--- src/rtl/vga_timing_pkg.sv ---
// Shared VGA timing defaults and pixel colour type for the scan controller slice.
package vga_timing_pkg;

    localparam int CNT_W = 10;

    localparam int DEF_H_ACTIVE = 640;
    localparam int DEF_H_FP     = 16;
    localparam int DEF_H_SYNC   = 96;
    localparam int DEF_H_BP     = 48;
    localparam int DEF_V_ACTIVE = 480;
    localparam int DEF_V_FP     = 10;
    localparam int DEF_V_SYNC   = 2;
    localparam int DEF_V_BP     = 33;

    localparam int H_TOTAL = DEF_H_ACTIVE + DEF_H_FP + DEF_H_SYNC + DEF_H_BP;
    localparam int V_TOTAL = DEF_V_ACTIVE + DEF_V_FP + DEF_V_SYNC + DEF_V_BP;

    typedef struct packed {
        logic [7:0] r;
        logic [7:0] g;
        logic [7:0] b;
    } rgb24_t;

    localparam rgb24_t DEF_BG_RGB = 24'h000000;

    // True when coordinate c lies in [lo, lo+len).
    function automatic logic in_window(input logic [CNT_W-1:0] c, input int lo, input int len);
        return (int'(c) >= lo) && (int'(c) < lo + len);
    endfunction

endpackage

--- src/rtl/vga_scan_ctrl_if.sv ---
// Scan-coordinate / tile-colour bus between the scan controller and the tile ROM.
interface vga_scan_ctrl_if;
    import vga_timing_pkg::*;

    logic [CNT_W-1:0] Q_X;
    logic [CNT_W-1:0] Q_Y;
    logic [7:0]       tile_R;
    logic [7:0]       tile_G;
    logic [7:0]       tile_B;
    logic             tile_visible;

    modport master (output Q_X, Q_Y, input tile_R, tile_G, tile_B, tile_visible);
    modport slave  (input Q_X, Q_Y, output tile_R, tile_G, tile_B, tile_visible);

endinterface

--- src/rtl/vga_scan_ctrl_pix_tick_gen.sv ---
// System-clock divider producing a one-clock strobe at each pixel boundary.
module pix_tick_gen #(
    parameter int CLK_DIV = 2
) (
    input  logic clk,
    input  logic rst_n,
    output logic pix_tick
);

    localparam int DIV_W = (CLK_DIV > 1) ? $clog2(CLK_DIV) : 1;
    localparam logic [DIV_W-1:0] DIV_LAST = DIV_W'(CLK_DIV - 1);

    logic [DIV_W-1:0] div_cnt;

    always_ff @(posedge clk or negedge rst_n) begin
        if (!rst_n) begin
            div_cnt <= '0;
        end else if (div_cnt == DIV_LAST) begin
            div_cnt <= '0;
        end else begin
            div_cnt <= div_cnt + DIV_W'(1);
        end
    end

    // Gated by rst_n so a divide-by-one strobe is still low during reset.
    assign pix_tick = rst_n && (div_cnt == DIV_LAST);

endmodule

--- src/rtl/vga_scan_ctrl.sv ---
// VGA scan controller: h/v counters drive the tile ROM, and a one-slot output
// register keeps colour, blank and syncs mutually aligned.
module vga_scan_ctrl
    import vga_timing_pkg::*;
#(
    parameter int     CLK_DIV  = 2,
    parameter int     H_ACTIVE = DEF_H_ACTIVE,
    parameter int     H_FP     = DEF_H_FP,
    parameter int     H_SYNC   = DEF_H_SYNC,
    parameter int     H_BP     = DEF_H_BP,
    parameter int     V_ACTIVE = DEF_V_ACTIVE,
    parameter int     V_FP     = DEF_V_FP,
    parameter int     V_SYNC   = DEF_V_SYNC,
    parameter int     V_BP     = DEF_V_BP,
    parameter rgb24_t BG_RGB   = DEF_BG_RGB
) (
    input  logic                   clk,
    input  logic                   rst_n,
    vga_scan_ctrl_if.master        tile,
    output logic [7:0]             vga_R,
    output logic [7:0]             vga_G,
    output logic [7:0]             vga_B,
    output logic                   hsync_n,
    output logic                   vsync_n,
    output logic                   blank_n,
    output logic                   pix_tick,
    output logic                   frame_start
);

    localparam int H_TOT = H_ACTIVE + H_FP + H_SYNC + H_BP;
    localparam int V_TOT = V_ACTIVE + V_FP + V_SYNC + V_BP;
    localparam logic [CNT_W-1:0] H_LAST = CNT_W'(H_TOT - 1);
    localparam logic [CNT_W-1:0] V_LAST = CNT_W'(V_TOT - 1);

    function automatic rgb24_t pick_colour(input logic active, input logic visible,
                                           input rgb24_t tile_rgb, input rgb24_t bg);
        if (!active) return '0;
        return visible ? tile_rgb : bg;
    endfunction

    logic             vld_p0;
    logic [CNT_W-1:0] h_cnt;
    logic [CNT_W-1:0] v_cnt;

    pix_tick_gen #(.CLK_DIV(CLK_DIV)) u_pix_tick_gen (
        .clk      (clk),
        .rst_n    (rst_n),
        .pix_tick (vld_p0)
    );

    always_ff @(posedge clk or negedge rst_n) begin
        if (!rst_n) begin
            h_cnt <= '0;
            v_cnt <= '0;
        end else if (vld_p0) begin
            if (h_cnt == H_LAST) begin
                h_cnt <= '0;
                v_cnt <= (v_cnt == V_LAST) ? '0 : v_cnt + CNT_W'(1);
            end else begin
                h_cnt <= h_cnt + CNT_W'(1);
            end
        end
    end

    assign tile.Q_X    = h_cnt;
    assign tile.Q_Y    = v_cnt;
    assign pix_tick    = vld_p0;
    assign frame_start = vld_p0 && (h_cnt == '0) && (v_cnt == '0);

    // Stage p0: decode of the slot currently presented on Q_X/Q_Y.
    logic   active_p0;
    logic   hs_p0;
    logic   vs_p0;
    rgb24_t tile_rgb_p0;
    rgb24_t rgb_p0;

    always_comb begin
        active_p0   = in_window(h_cnt, 0, H_ACTIVE) && in_window(v_cnt, 0, V_ACTIVE);
        hs_p0       = in_window(h_cnt, H_ACTIVE + H_FP, H_SYNC);
        vs_p0       = in_window(v_cnt, V_ACTIVE + V_FP, V_SYNC);
        tile_rgb_p0 = {tile.tile_R, tile.tile_G, tile.tile_B};
        rgb_p0      = pick_colour(active_p0, tile.tile_visible, tile_rgb_p0, BG_RGB);
    end

    // Stage p1: capture the ending slot on its tick; syncs idle high in reset.
    rgb24_t rgb_p1;
    logic   blank_n_p1;
    logic   hsync_n_p1;
    logic   vsync_n_p1;

    always_ff @(posedge clk or negedge rst_n) begin
        if (!rst_n) begin
            rgb_p1     <= '0;
            blank_n_p1 <= 1'b0;
            hsync_n_p1 <= 1'b1;
            vsync_n_p1 <= 1'b1;
        end else if (vld_p0) begin
            rgb_p1     <= rgb_p0;
            blank_n_p1 <= active_p0;
            hsync_n_p1 <= ~hs_p0;
            vsync_n_p1 <= ~vs_p0;
        end
    end

    assign vga_R   = rgb_p1.r;
    assign vga_G   = rgb_p1.g;
    assign vga_B   = rgb_p1.b;
    assign blank_n = blank_n_p1;
    assign hsync_n = hsync_n_p1;
    assign vsync_n = vsync_n_p1;

endmodule

--- src/flat_wrapper.sv ---
// flat-port wrapper written by rule: the top's interface ports become plain ports
module vga_scan_ctrl_flat import vga_timing_pkg::*;
#(
    parameter int     CLK_DIV  = 2,
    parameter int     H_ACTIVE = DEF_H_ACTIVE,
    parameter int     H_FP     = DEF_H_FP,
    parameter int     H_SYNC   = DEF_H_SYNC,
    parameter int     H_BP     = DEF_H_BP,
    parameter int     V_ACTIVE = DEF_V_ACTIVE,
    parameter int     V_FP     = DEF_V_FP,
    parameter int     V_SYNC   = DEF_V_SYNC,
    parameter int     V_BP     = DEF_V_BP,
    parameter rgb24_t BG_RGB   = DEF_BG_RGB
)
  (clk, rst_n, vga_R, vga_G, vga_B, hsync_n, vsync_n, blank_n, pix_tick, frame_start, tile_Q_X, tile_Q_Y, tile_tile_R, tile_tile_G, tile_tile_B, tile_tile_visible);
  vga_scan_ctrl_if tile_i ();
  input  logic clk;
  input  logic rst_n;
  output logic [7:0] vga_R;
  output logic [7:0] vga_G;
  output logic [7:0] vga_B;
  output logic hsync_n;
  output logic vsync_n;
  output logic blank_n;
  output logic pix_tick;
  output logic frame_start;
  output wire logic [$bits(tile_i.Q_X)-1:0] tile_Q_X;
  output wire logic [$bits(tile_i.Q_Y)-1:0] tile_Q_Y;
  input wire logic [$bits(tile_i.tile_R)-1:0] tile_tile_R;
  input wire logic [$bits(tile_i.tile_G)-1:0] tile_tile_G;
  input wire logic [$bits(tile_i.tile_B)-1:0] tile_tile_B;
  input wire logic [$bits(tile_i.tile_visible)-1:0] tile_tile_visible;
  assign tile_Q_X = tile_i.Q_X;
  assign tile_Q_Y = tile_i.Q_Y;
  assign tile_i.tile_R = tile_tile_R;
  assign tile_i.tile_G = tile_tile_G;
  assign tile_i.tile_B = tile_tile_B;
  assign tile_i.tile_visible = tile_tile_visible;
  vga_scan_ctrl #(.CLK_DIV(CLK_DIV), .H_ACTIVE(H_ACTIVE), .H_FP(H_FP), .H_SYNC(H_SYNC), .H_BP(H_BP), .V_ACTIVE(V_ACTIVE), .V_FP(V_FP), .V_SYNC(V_SYNC), .V_BP(V_BP), .BG_RGB(BG_RGB)) u_core (.clk(clk), .rst_n(rst_n), .tile(tile_i), .vga_R(vga_R), .vga_G(vga_G), .vga_B(vga_B), .hsync_n(hsync_n), .vsync_n(vsync_n), .blank_n(blank_n), .pix_tick(pix_tick), .frame_start(frame_start));
endmodule
--- config.mk ---
export PLATFORM = sky130hd
export DESIGN_NAME = vga_scan_ctrl_flat
export DESIGN_NICKNAME = d
export VERILOG_FILES = /design/src/rtl/vga_timing_pkg.sv /design/src/rtl/vga_scan_ctrl_if.sv /design/src/rtl/vga_scan_ctrl_pix_tick_gen.sv /design/src/rtl/vga_scan_ctrl.sv /design/src/flat_wrapper.sv
export SDC_FILE = /design/constraint.sdc
export NUM_CORES = 1
export LEC_CHECK = 0
export CAP_MARGIN = 40
export CORE_AREA = 2 2 82 84
export DETAILED_ROUTE_END_ITERATION = 10
export DIE_AREA = 0 0 84 86
export SLEW_MARGIN = 10
export SYNTH_ARGS = -nofsm -noshare
export SYNTH_HDL_FRONTEND = slang
export SYNTH_HIERARCHICAL = 1
export SYNTH_SLANG_ARGS = --single-unit
--- constraint.sdc ---
create_clock -name clk -period 4.5 [get_ports clk]
set_input_delay 1.125 -clock clk [delete_from_list [all_inputs] [get_ports clk]]
set_output_delay 1.125 -clock clk [all_outputs]
set_load 0.01 [all_outputs]
==> flow_metrics.env <==
export IMPL_outcome="finished, final reports clean"
export IMPL_global_route_wire_length_before_repair_um=8600
export IMPL_postLayoutSetupSlackWorst_ps=569
export IMPL_synth_avg_cell_area_um2=11.9
export IMPL_via_per_inst=5.01
export IMPL_timing_critical_path_cells="buf_2 > and2_1 > nand2b_1 > nor3_1 > nand4_1 > nor4_1 > clkdlybuf4s50_1"
export IMPL_synth_cell_types=44
export IMPL_detailedPlacementHpwl_um=3550
export IMPL_whs_path_depth=1
export IMPL_number_of_antenna_violations_at_the_first_check_in_global_routing=0
export IMPL_final_setup_skew_ps=4.98
export IMPL_worstSetupStartpointType="input port"
export IMPL_end_kind="primary output"
export IMPL_timing_max_slew_rel_slack=0.498
export IMPL_insertion_delay_ps=300
export IMPL_vdd_drop_max_uv=200
export IMPL_slowest_delay_ps=600
export IMPL_yosysMostFrequentCell="sky130_fd_sc_hd__dfrtp_1"
export IMPL_static_leakage_power_uw=0.00136
export IMPL_synth_top_cell_area_share=0.539
export IMPL_io_buffer_count=75
export IMPL_dp_worst_setup_slack_ps=552
export IMPL_worst_setup_hold_path_clk_slew_ps=90
export IMPL_power_density_nw_per_um2=336
export IMPL_route_detailed_drc=0
export IMPL_finalSetupTns_ps=0
export IMPL_nNetsFinal=288
export IMPL_die_width_um=84
export IMPL_synth_fp_nets=211
export IMPL_critPathLaunch="rst_n"
export IMPL_rrSetupSlack_ps=2400
export IMPL_cts_root_buf="sky130_fd_sc_hd__clkbuf_8"
export IMPL_numClockSinks=48
export IMPL_tightestPinTransition_ps=748
export IMPL_post_cts_setup_buffers=0
export IMPL_grt_start_max_net_pins=49
export IMPL_cts_buffers=5
export IMPL_async_flop_share=1.00
export IMPL_synth_top_flop_cell="sky130_fd_sc_hd__dfrtp_1"
export IMPL_chipHeight_um=86
export IMPL_min_period_ps=3930
export IMPL_io_pins=76
export IMPL_cp_required_ps=3380
export IMPL_finalSetupViolCount=0
export IMPL_num_vias=1679
export IMPL_clock_tree_buffer_depth=2
export IMPL_maxCapViolCount=0
export IMPL_row_count=29
export IMPL_critical_path_slowest_cell="sky130_fd_sc_hd__clkdlybuf4s50_1"
export IMPL_ranking_of_synthesized_cells_by_area="sky130_fd_sc_hd__dfrtp_1, sky130_fd_sc_hd__a22o_1, sky130_fd_sc_hd__dfstp_2"
export IMPL_design_core_area_um2=6280
export IMPL_synth_yosys_warnings=6
export IMPL_worst_reg_to_reg_cells=6
export IMPL_routedWlPerCell_um=15.0
export IMPL_detail_route_first_pass_iterations=4
export IMPL_min_path_type="flop to flop"
export IMPL_end_point_of_the_worst_hold_path="u_core/u_pix_tick_gen/div_cnt"
export IMPL_post_cts_hold_buffer_count=0
export IMPL_critPathArrivalTime_ps=2810
export IMPL_finalHoldViolCount=0
export IMPL_grt_overflow_total=0
export IMPL_hp_start="u_core/u_pix_tick_gen/div_cnt"
export IMPL_cts_tree="built"
export IMPL_total_grt_usage=0.147
export IMPL_cts_htree_levels=2
export IMPL_clock_fmax_mhz=254
export IMPL_fillCellCount=597
export IMPL_fp_dieArea_um2=7220
export IMPL_syn_instance_count=180
export IMPL_start_util=0.340
export IMPL_syn_cell_area_um2=2130
export IMPL_ant_nets=0
export IMPL_antenna_cells=0
export IMPL_regToRegEndpoint="u_core/tile.Q_Y[7]"
export IMPL_wl_um=5030
export IMPL_synth_edff_count=0
export IMPL_report_final_slew_viol_count=0
export IMPL_critical_path_reg2reg_startpoint="u_core/u_pix_tick_gen/div_cnt"
export IMPL_critical_path_class="input port to primary output"
export IMPL_grt_setup_unrepaired="no"
export IMPL_totalPowerFinal_uw=1040
export IMPL_drt_first_iter_violations=87
export IMPL_layout_drive_gt1_share=0.109
export IMPL_place_gp_congestion=0.791
export IMPL_syn_to_final_growth_pct=44.7
export IMPL_highest_fanout_seen_on_the_critical_path=3
export IMPL_ff_latch_count_synth=48
export IMPL_netlist_top_cell_by_area="sky130_fd_sc_hd__dfrtp_1"
export IMPL_grt_pass1_vias=1784
export IMPL_layout_worst_path_cycle_share=0.874
export IMPL_ys_seq_area_frac=0.564
export IMPL_synthTopCellsByCount="sky130_fd_sc_hd__dfrtp_1, sky130_fd_sc_hd__a22o_1, sky130_fd_sc_hd__nor2_1"
export IMPL_cts_resized_gates=0
-- worst max-delay path by stage --
stage | endpoint | slack, ps | cells past startpoint
detailed placement | frame_start | 550 | 7
floorplan | frame_start | 1070 | 6
global route | frame_start | 410 | 7
global placement | frame_start | 590 | 7
finish | frame_start | 570 | 7
CTS | frame_start | 550 | 7
-- cell families after synthesis --
| kind of cell | count (synthesis) | share of synthesized area |
|---|---|---|
| adders and majority gates | 4 | 0.0234 |
| and+or+nand+nor | 57 | 0.161 |
| DFF | 48 | 0.564 |
| muxes | 5 | 0.0258 |
| buffers and inverters | 17 | 0.0346 |
| xor gates and xnor gates | 9 | 0.0369 |
| AOI/OAI and AO/OA | 40 | 0.155 |
-- registers in the layout, indices dropped and copies added, names as in the netlist --
| register | flops |
|---|---|
| u_core/tile.Q_X | 10 |
| u_core/tile.Q_Y | 10 |
| u_core/vga_B | 8 |
| u_core/vga_G | 8 |
| u_core/vga_R | 8 |
| u_core/blank_n | 1 |
| u_core/hsync_n | 1 |
| u_core/u_pix_tick_gen/div_cnt | 1 |
| u_core/vsync_n | 1 |
-- routing by layer --
layer  vias up  track usage  wire length, µm
li1        816            -                -
met1       790        0.189             2300
met2        69        0.223             2150
met3         4       0.0731              542
met4         0       0.0352               39
met5         -            0                0
-- worst max-delay path: cells and delay by family --
family / cells / cell delay (ps)
AND/OR/NAND/NOR: 5 / 1000
buffers and inverters: 2 / 680
-- where the power goes --
part	internal, µW	total, µW	switching, µW
registers	466	508	42.3
logic	114	196	81.4
clock network	182	333	151
total	762	1040	275
-- cell type report --
class	count	area, µm²	area share
sequential	48	1200	0.390
clock inverter	2	38.8	0.0126
clock buffer	6	82.6	0.0267
timing repair buffer	78	768	0.249
tap	77	96.3	0.0312
inverter	9	33.8	0.0109
multi-input combinational	115	866	0.280
-- placed cells by master, fill, tap and decap left out, types with 2 or more instances in the layout --
master | netlist | final
sky130_fd_sc_hd__clkdlybuf4s50_1 | 0 | 74
sky130_fd_sc_hd__ha_1 | 4 | 4
sky130_fd_sc_hd__and3_1 | 4 | 4
sky130_fd_sc_hd__nand3_1 | 6 | 6
sky130_fd_sc_hd__mux2_2 | 4 | 4
sky130_fd_sc_hd__nand4_1 | 5 | 5
sky130_fd_sc_hd__inv_1 | 8 | 8
sky130_fd_sc_hd__nor3_1 | 5 | 5
sky130_fd_sc_hd__nor4_4 | 1 | 2
sky130_fd_sc_hd__a22o_1 | 25 | 25
sky130_fd_sc_hd__a21oi_1 | 3 | 3
sky130_fd_sc_hd__and4_1 | 2 | 2
sky130_fd_sc_hd__o21ai_0 | 3 | 3
sky130_fd_sc_hd__xnor2_1 | 4 | 4
sky130_fd_sc_hd__dfstp_2 | 2 | 2
sky130_fd_sc_hd__clkbuf_8 | 0 | 6
sky130_fd_sc_hd__buf_4 | 0 | 3
sky130_fd_sc_hd__nand2_1 | 8 | 8
sky130_fd_sc_hd__xor2_1 | 5 | 5
sky130_fd_sc_hd__dfrtp_1 | 46 | 46
sky130_fd_sc_hd__nor2_1 | 12 | 12
sky130_fd_sc_hd__nor4_1 | 2 | 2
-- stage by stage --
step                      cells  area [µm²]  utilization  hold slack, ps
after global routing        335        3090        0.492             419
final                       335        3090        0.492             413
after global placement      327        2970        0.473             398
after CTS                   335        3090        0.492             415
after detailed placement    327        2970        0.473             401
after floorplan             180        2130            -             386
No activity file was read; power rests on OpenSTA's default activity.
